==> config.mk <==
export PLATFORM = sky130hd
export DESIGN_NAME = mem_port_arbiter
export DESIGN_NICKNAME = d
export VERILOG_FILES = /design/src/rtl/mem_port_arbiter.sv
export SDC_FILE = /design/constraint.sdc
export NUM_CORES = 1
export LEC_CHECK = 0
export ABC_AREA = 1
export ABC_CLOCK_PERIOD_IN_PS = 8100
export CAP_MARGIN = 25
export CORE_ASPECT_RATIO = 0.5
export CORE_MARGIN = 4
export CORE_UTILIZATION = 40
export CTS_CLUSTER_DIAMETER = 60
export DETAILED_ROUTE_END_ITERATION = 16
export PLACE_DENSITY_LB_ADDON = 0.3
export SYNTH_ARGS = -nofsm -noshare
export SYNTH_HDL_FRONTEND = slang
export SYNTH_SLANG_ARGS = --single-unit
export TNS_END_PERCENT = 20
==> constraint.sdc <==
create_clock -name clk -period 8.1 [get_ports clk]
set_input_delay 1.215 -clock clk [delete_from_list [all_inputs] [get_ports clk]]
set_output_delay 1.215 -clock clk [all_outputs]
set_load 0.005 [all_outputs]
==> src/rtl/mem_port_arbiter.sv <==
// Purpose : round-robin arbiter giving the I (fetch) and D (load/store) ports access to one multi-cycle RAM.
// Latency : grant on the IDLE edge, RAM status sampled 10 edges later, ack high for one cycle; 12 cycles per access.
// Backpress: requesters hold req until their ack; a losing or late request waits in place, with no queueing.
//
// Ports:
//   clk, reset               system clock, asynchronous active-high reset
//   i_req/i_addr             fetch request and byte address; held until i_ack
//   i_ack/i_rdata            fetch completion pulse and data (held until the next fetch completes)
//   d_req/d_we/d_addr/d_wdata  load/store request; held until d_ack
//   d_ack/d_rdata            load/store completion pulse and load data
//   mem_addr/mem_wdata       RAM address and write data, stable for the whole access
//   mem_nRD/mem_nWR          RAM strobes, active-low, never both low
//   mem_rdata                RAM read data, valid while mem_readStatus is high
//   mem_readStatus/mem_writeStatus  RAM completion pulses
//   busy                     high in every state except IDLE
//   err                      sticky watchdog flag, cleared only by reset
//
// TIMEOUT and QUIET must both fit the CW-bit counter (2**CW > max(TIMEOUT, QUIET)).

module mem_port_arbiter #(
   parameter int TIMEOUT = 15,
   parameter int QUIET   = 12,
   parameter int CW      = 5
) (
   input  logic        clk,
   input  logic        reset,

   input  logic        i_req,
   input  logic [31:0] i_addr,
   output logic        i_ack,
   output logic [31:0] i_rdata,

   input  logic        d_req,
   input  logic        d_we,
   input  logic [31:0] d_addr,
   input  logic [31:0] d_wdata,
   output logic        d_ack,
   output logic [31:0] d_rdata,

   output logic [31:0] mem_addr,
   output logic [31:0] mem_wdata,
   output logic        mem_nRD,
   output logic        mem_nWR,
   input  logic [31:0] mem_rdata,
   input  logic        mem_readStatus,
   input  logic        mem_writeStatus,

   output logic        busy,
   output logic        err
);

   typedef enum logic [2:0] {
      S_QUIET   = 3'd0,
      S_IDLE    = 3'd1,
      S_RD      = 3'd2,
      S_WR      = 3'd3,
      S_RELEASE = 3'd4
   } state_t;

   localparam logic [CW-1:0] QUIET_LAST   = CW'(QUIET - 1);
   localparam logic [CW-1:0] TIMEOUT_LAST = CW'(TIMEOUT - 1);
   localparam logic [CW-1:0] CNT_ONE      = CW'(1);

   state_t        state_q,     state_d;
   logic [CW-1:0] cnt_q,       cnt_d;
   logic          prio_d_q,    prio_d_d;     // 1: D wins the next tie
   logic          owner_d_q,   owner_d_d;    // 1: current access belongs to D
   logic [31:0]   mem_addr_q,  mem_addr_d;
   logic [31:0]   mem_wdata_q, mem_wdata_d;
   logic          mem_nrd_q,   mem_nrd_d;
   logic          mem_nwr_q,   mem_nwr_d;
   logic          i_ack_q,     i_ack_d;
   logic          d_ack_q,     d_ack_d;
   logic [31:0]   i_rdata_q,   i_rdata_d;
   logic [31:0]   d_rdata_q,   d_rdata_d;
   logic          busy_q,      busy_d;
   logic          err_q,       err_d;

   logic          grant_d;
   logic          grant_i;
   logic          status;

   // D takes the slot when it is the only requester or holds the tie priority.
   assign grant_d = d_req & (~i_req | prio_d_q);
   assign grant_i = i_req & ~grant_d;

   // Only the status pulse that belongs to the strobe we are driving counts.
   assign status = (state_q == S_RD) ? mem_readStatus : mem_writeStatus;

   always_comb begin
      state_d     = state_q;
      cnt_d       = cnt_q;
      prio_d_d    = prio_d_q;
      owner_d_d   = owner_d_q;
      mem_addr_d  = mem_addr_q;
      mem_wdata_d = mem_wdata_q;
      mem_nrd_d   = mem_nrd_q;
      mem_nwr_d   = mem_nwr_q;
      i_ack_d     = 1'b0;
      d_ack_d     = 1'b0;
      i_rdata_d   = i_rdata_q;
      d_rdata_d   = d_rdata_q;
      err_d       = err_q;

      case (state_q)
         S_QUIET: begin
            // The RAM has no reset; let anything it started before reset drain.
            mem_nrd_d = 1'b1;
            mem_nwr_d = 1'b1;
            if (cnt_q == QUIET_LAST) begin
               state_d = S_IDLE;
               cnt_d   = '0;
            end else begin
               cnt_d = cnt_q + CNT_ONE;
            end
         end

         S_IDLE: begin
            cnt_d = '0;
            if (grant_d) begin
               owner_d_d  = 1'b1;
               prio_d_d   = 1'b0;
               mem_addr_d = d_addr;
               if (d_we) begin
                  mem_wdata_d = d_wdata;
                  mem_nwr_d   = 1'b0;
                  state_d     = S_WR;
               end else begin
                  mem_nrd_d = 1'b0;
                  state_d   = S_RD;
               end
            end else if (grant_i) begin
               owner_d_d  = 1'b0;
               prio_d_d   = 1'b1;
               mem_addr_d = i_addr;
               mem_nrd_d  = 1'b0;
               state_d    = S_RD;
            end
         end

         S_RD, S_WR: begin
            // Status wins over the watchdog when both land on the same edge.
            if (status) begin
               mem_nrd_d = 1'b1;
               mem_nwr_d = 1'b1;
               state_d   = S_RELEASE;
               if (owner_d_q) begin
                  d_ack_d = 1'b1;
                  if (state_q == S_RD) begin
                     d_rdata_d = mem_rdata;
                  end
               end else begin
                  i_ack_d = 1'b1;
                  if (state_q == S_RD) begin
                     i_rdata_d = mem_rdata;
                  end
               end
            end else if (cnt_q == TIMEOUT_LAST) begin
               // Abort: release the strobe and ack without touching rdata.
               mem_nrd_d = 1'b1;
               mem_nwr_d = 1'b1;
               err_d     = 1'b1;
               state_d   = S_RELEASE;
               if (owner_d_q) begin
                  d_ack_d = 1'b1;
               end else begin
                  i_ack_d = 1'b1;
               end
            end else begin
               cnt_d = cnt_q + CNT_ONE;
            end
         end

         S_RELEASE: begin
            // One strobe-high cycle lets the RAM's own counter return to 0.
            cnt_d     = '0;
            mem_nrd_d = 1'b1;
            mem_nwr_d = 1'b1;
            state_d   = S_IDLE;
         end

         default: begin
            cnt_d     = '0;
            mem_nrd_d = 1'b1;
            mem_nwr_d = 1'b1;
            state_d   = S_QUIET;
         end
      endcase

      busy_d = (state_d != S_IDLE);
   end

   always_ff @(posedge clk or posedge reset) begin
      if (reset) begin
         state_q     <= S_QUIET;
         cnt_q       <= '0;
         prio_d_q    <= 1'b1;
         owner_d_q   <= 1'b0;
         mem_addr_q  <= '0;
         mem_wdata_q <= '0;
         mem_nrd_q   <= 1'b1;
         mem_nwr_q   <= 1'b1;
         i_ack_q     <= 1'b0;
         d_ack_q     <= 1'b0;
         i_rdata_q   <= '0;
         d_rdata_q   <= '0;
         busy_q      <= 1'b1;
         err_q       <= 1'b0;
      end else begin
         state_q     <= state_d;
         cnt_q       <= cnt_d;
         prio_d_q    <= prio_d_d;
         owner_d_q   <= owner_d_d;
         mem_addr_q  <= mem_addr_d;
         mem_wdata_q <= mem_wdata_d;
         mem_nrd_q   <= mem_nrd_d;
         mem_nwr_q   <= mem_nwr_d;
         i_ack_q     <= i_ack_d;
         d_ack_q     <= d_ack_d;
         i_rdata_q   <= i_rdata_d;
         d_rdata_q   <= d_rdata_d;
         busy_q      <= busy_d;
         err_q       <= err_d;
      end
   end

   assign i_ack     = i_ack_q;
   assign d_ack     = d_ack_q;
   assign i_rdata   = i_rdata_q;
   assign d_rdata   = d_rdata_q;
   assign mem_addr  = mem_addr_q;
   assign mem_wdata = mem_wdata_q;
   assign mem_nRD   = mem_nrd_q;
   assign mem_nWR   = mem_nwr_q;
   assign busy      = busy_q;
   assign err       = err_q;

endmodule

==> flow_summary_export.csv <==
group,metric,value,unit
setup_path,endpoint_kind,"flop",
layout,antenna_cells,0,
worst_hold_path,hp-class,"flop to flop",
placement,port_buffers,268,
layout,nets,1055,
die,start_util,41.53,%
setup_path,crit_required,8430,ps
sta,rsz0062_at_grt,"no",
synth,syn_inst,671,
sta,max_slew_margin,45.57,%
layout,areaGrowthSynthToFinish,54.68,%
synth,syn-num-nets,808,
die,io_pins,269,
clocking,cts_buffers,17,
route,drtIter0Drc,298,
layout,final_util,64.24,%
layout,final_common_cell,"clkdlybuf4s50_1",
worst_hold_path,holdPathEnd,"mem_nRD",
route,ant_nets,0,
power_and_ir_drop,p_per_area,347.0,mW/mm^2
power_and_ir_drop,p_leak,4.348,nW
die,die_h,95.47,um
placement,globalplace.congestion,0.8440,
setup_path,r2r-end,"busy",
power_and_ir_drop,p_clk_share,24.9,%
sta,fin_hold_ws,463.8,ps
die,fp.dieW,182.9,um
setup_path,cp_max_fo,34,
clocking,cts_sinks,144,
synth,seq_area_frac_synth,58.95,%
clocking,clkTransAtPathRegs,60,ps
sta,drv_slew,0,
clocking,cts.htree.levels,4,
layout,final_cell_count_no_fill,1128,
power_and_ir_drop,internal_power,2.288,mW
clocking,post_cts_buffers,0,
setup_path,timing.rr.start,"prio_d_q",
clocking,clk_path_buf_depth,2,
setup_path,startpoint_type,"primary input",
sta,period_share,41.97,%
die,num_rows,31,
clocking,clk_latency,400,ps
clocking,tritoncts,"built",
sta,min_period,3399,ps
status,status,"finished, final reports clean",
synth,syn_area,0.006121,mm^2
synth,avgSynthCellArea,9.122,um^2
global_route,grt_pass1_wl,28.12,mm
sta,hold_violations,0,
route,avgViaCountPerCell,4.923,
clocking,clockRootBuffer,"clkbuf_16",
placement,dp_hpwl,12.60,mm
power_and_ir_drop,peakVddDrop,166.4,uV
worst_hold_path,whs_path_depth,2,
placement,dp.cells,1097,
die,coreArea,0.01474,mm^2
die,dieArea,0.01747,mm^2
setup_path,worst-setup-path-type,"primary input to flop",
route,wirelength,17.84,mm
sta,tns,0,ps
route,wl_per_cell,15.81,um
route,vias,5553,
sta,worst_slew_pin_slew,813.5,ps
sta,fin_skew,6.684,ps
power_and_ir_drop,comb_power_share,37.5,%
global_route,grt_overflow,0,
sta,setup_viol,0,
worst_hold_path,min_from,"mem_nRD",
synth,yosys_warnings,0,
setup_path,reg2reg_slack,5470,ps
synth,synth_seq_cells,144,
power_and_ir_drop,finalPower,3.285,mW
route,drtPass1Iterations,5,
global_route,track_usage,20.02,%
global_route,antenna_found_initial,0,
clocking,cts.repair.resized,0,
power_and_ir_drop,swShare,30.36,%
flow_run,max_cap_violations,0,
sta,clock.fmax,294.2,MHz
layout,mostFrequentLayoutCells,"clkdlybuf4s50_1 (268), nand2_1 (189), dfrtp_1 (140)",
setup_path,r2r_cells,7,
route,drc,0,
setup_path,crit_arrival,3730,ps
layout,final_layout_size_suffix_gt1_share,6.237,%
power_and_ir_drop,pwr-share-seq,37.5,%
global_route,grt_pass1_vias,5523,
synth,synth.distinct_cells,30,
clocking,ctsHoldBuffers,0,
power_and_ir_drop,switching_power,0.9975,mW
global_route,grt_max_degree,87,
==> worst max path at each step <==
stage                from        to  cells after the start
detailed placement  d_req      busy                      7
global route        i_req      busy                      7
finish              d_req      busy                      7
CTS                 d_req      busy                      7
global placement    d_req   mem_nRD                      8
floorplan           reset  cnt_q[0]                      1
==> layer usage <==
metal | wire length [um] | vias to the layer above | GRT usage (%) | part of all wire [%]
met5 | 0 | - | 0 | 0
met4 | 261 | 0 | 6.877 | 1.5
met3 | 1365 | 19 | 5.907 | 7.7
met2 | 9000 | 189 | 34.71 | 50
met1 | 7211 | 2642 | 24.23 | 40
li1 | - | 2703 | - | -
==> final cells by class <==
class	count	area, um^2
multi-input combinational	433	2087
fill	1209	5271
sequential	144	3608
clock inverter	13	187.7
inverter	52	210.2
clock buffer	18	429.2
timing repair buffer	270	2698
tap	198	247.7
==> worst max-delay path, stage by stage <==
cell and delay, ps:
clkdlybuf4s50_1 450, buf_4 360, nand3_2 560, nor2_4 760
nor2_1 160, nand3_1 140, nand2_1 60
==> stage by stage <==
step                      cell area, um^2  setup slack [ps]
final                                9468              4701
after global routing                 9468              4503
after CTS                            9468              4715
after detailed placement             8851              4284
after global placement               8851              4340
after floorplan                      6121              3025
==> synth_stat cells (all sizes together) <==
cell type | count | area (um^2)
a21o | 1 | 7.510
a21oi | 1 | 5.000
buf | 25 | 150.1
clkbuf | 17 | 70.06
clkinv | 1 | 8.760
dfrtp | 140 | 3503
dfstp | 4 | 105.1
ha | 2 | 25.02
inv | 51 | 196.4
nand2 | 196 | 782.0
nand3 | 85 | 478.0
nand3b | 1 | 7.510
nand4 | 34 | 212.7
nor2 | 9 | 41.29
nor3 | 1 | 5.000
o21ai | 101 | 505.5
xor2 | 2 | 17.52
==> kinds of logic after synthesis <==
kind of cell	after synthesis	synth area share [%]
and+or+nand+nor	326	24.94
AOI/OAI and AO/OA	103	8.463
DFF	144	58.95
buffers and inverters	94	6.950
adders and majority gates	2	0.4088
xor gates and xnor gates	2	0.2862
==> flip-flops by register name (all words and copies together), names as in the netlist, 3 cells and up <==
name,cells
d_rdata,32
i_rdata,32
mem_wdata,32
mem_addr,32
state_q,3
cnt_q,5
==> power by group through the flow <==
stage / registers [mW] / logic, mW / clock network [mW]
2_1_floorplan: 1.24 / 0.435 / 0
3_3_place_gp: 1.23 / 1.23 / 0
3_5_place_dp: 1.24 / 1.25 / 0
4_1_cts: 1.23 / 1.25 / 0.838
5_1_grt: 1.28 / 1.37 / 0.873
6_report: 1.23 / 1.23 / 0.818
No activity file was read; power rests on OpenSTA's default activity.
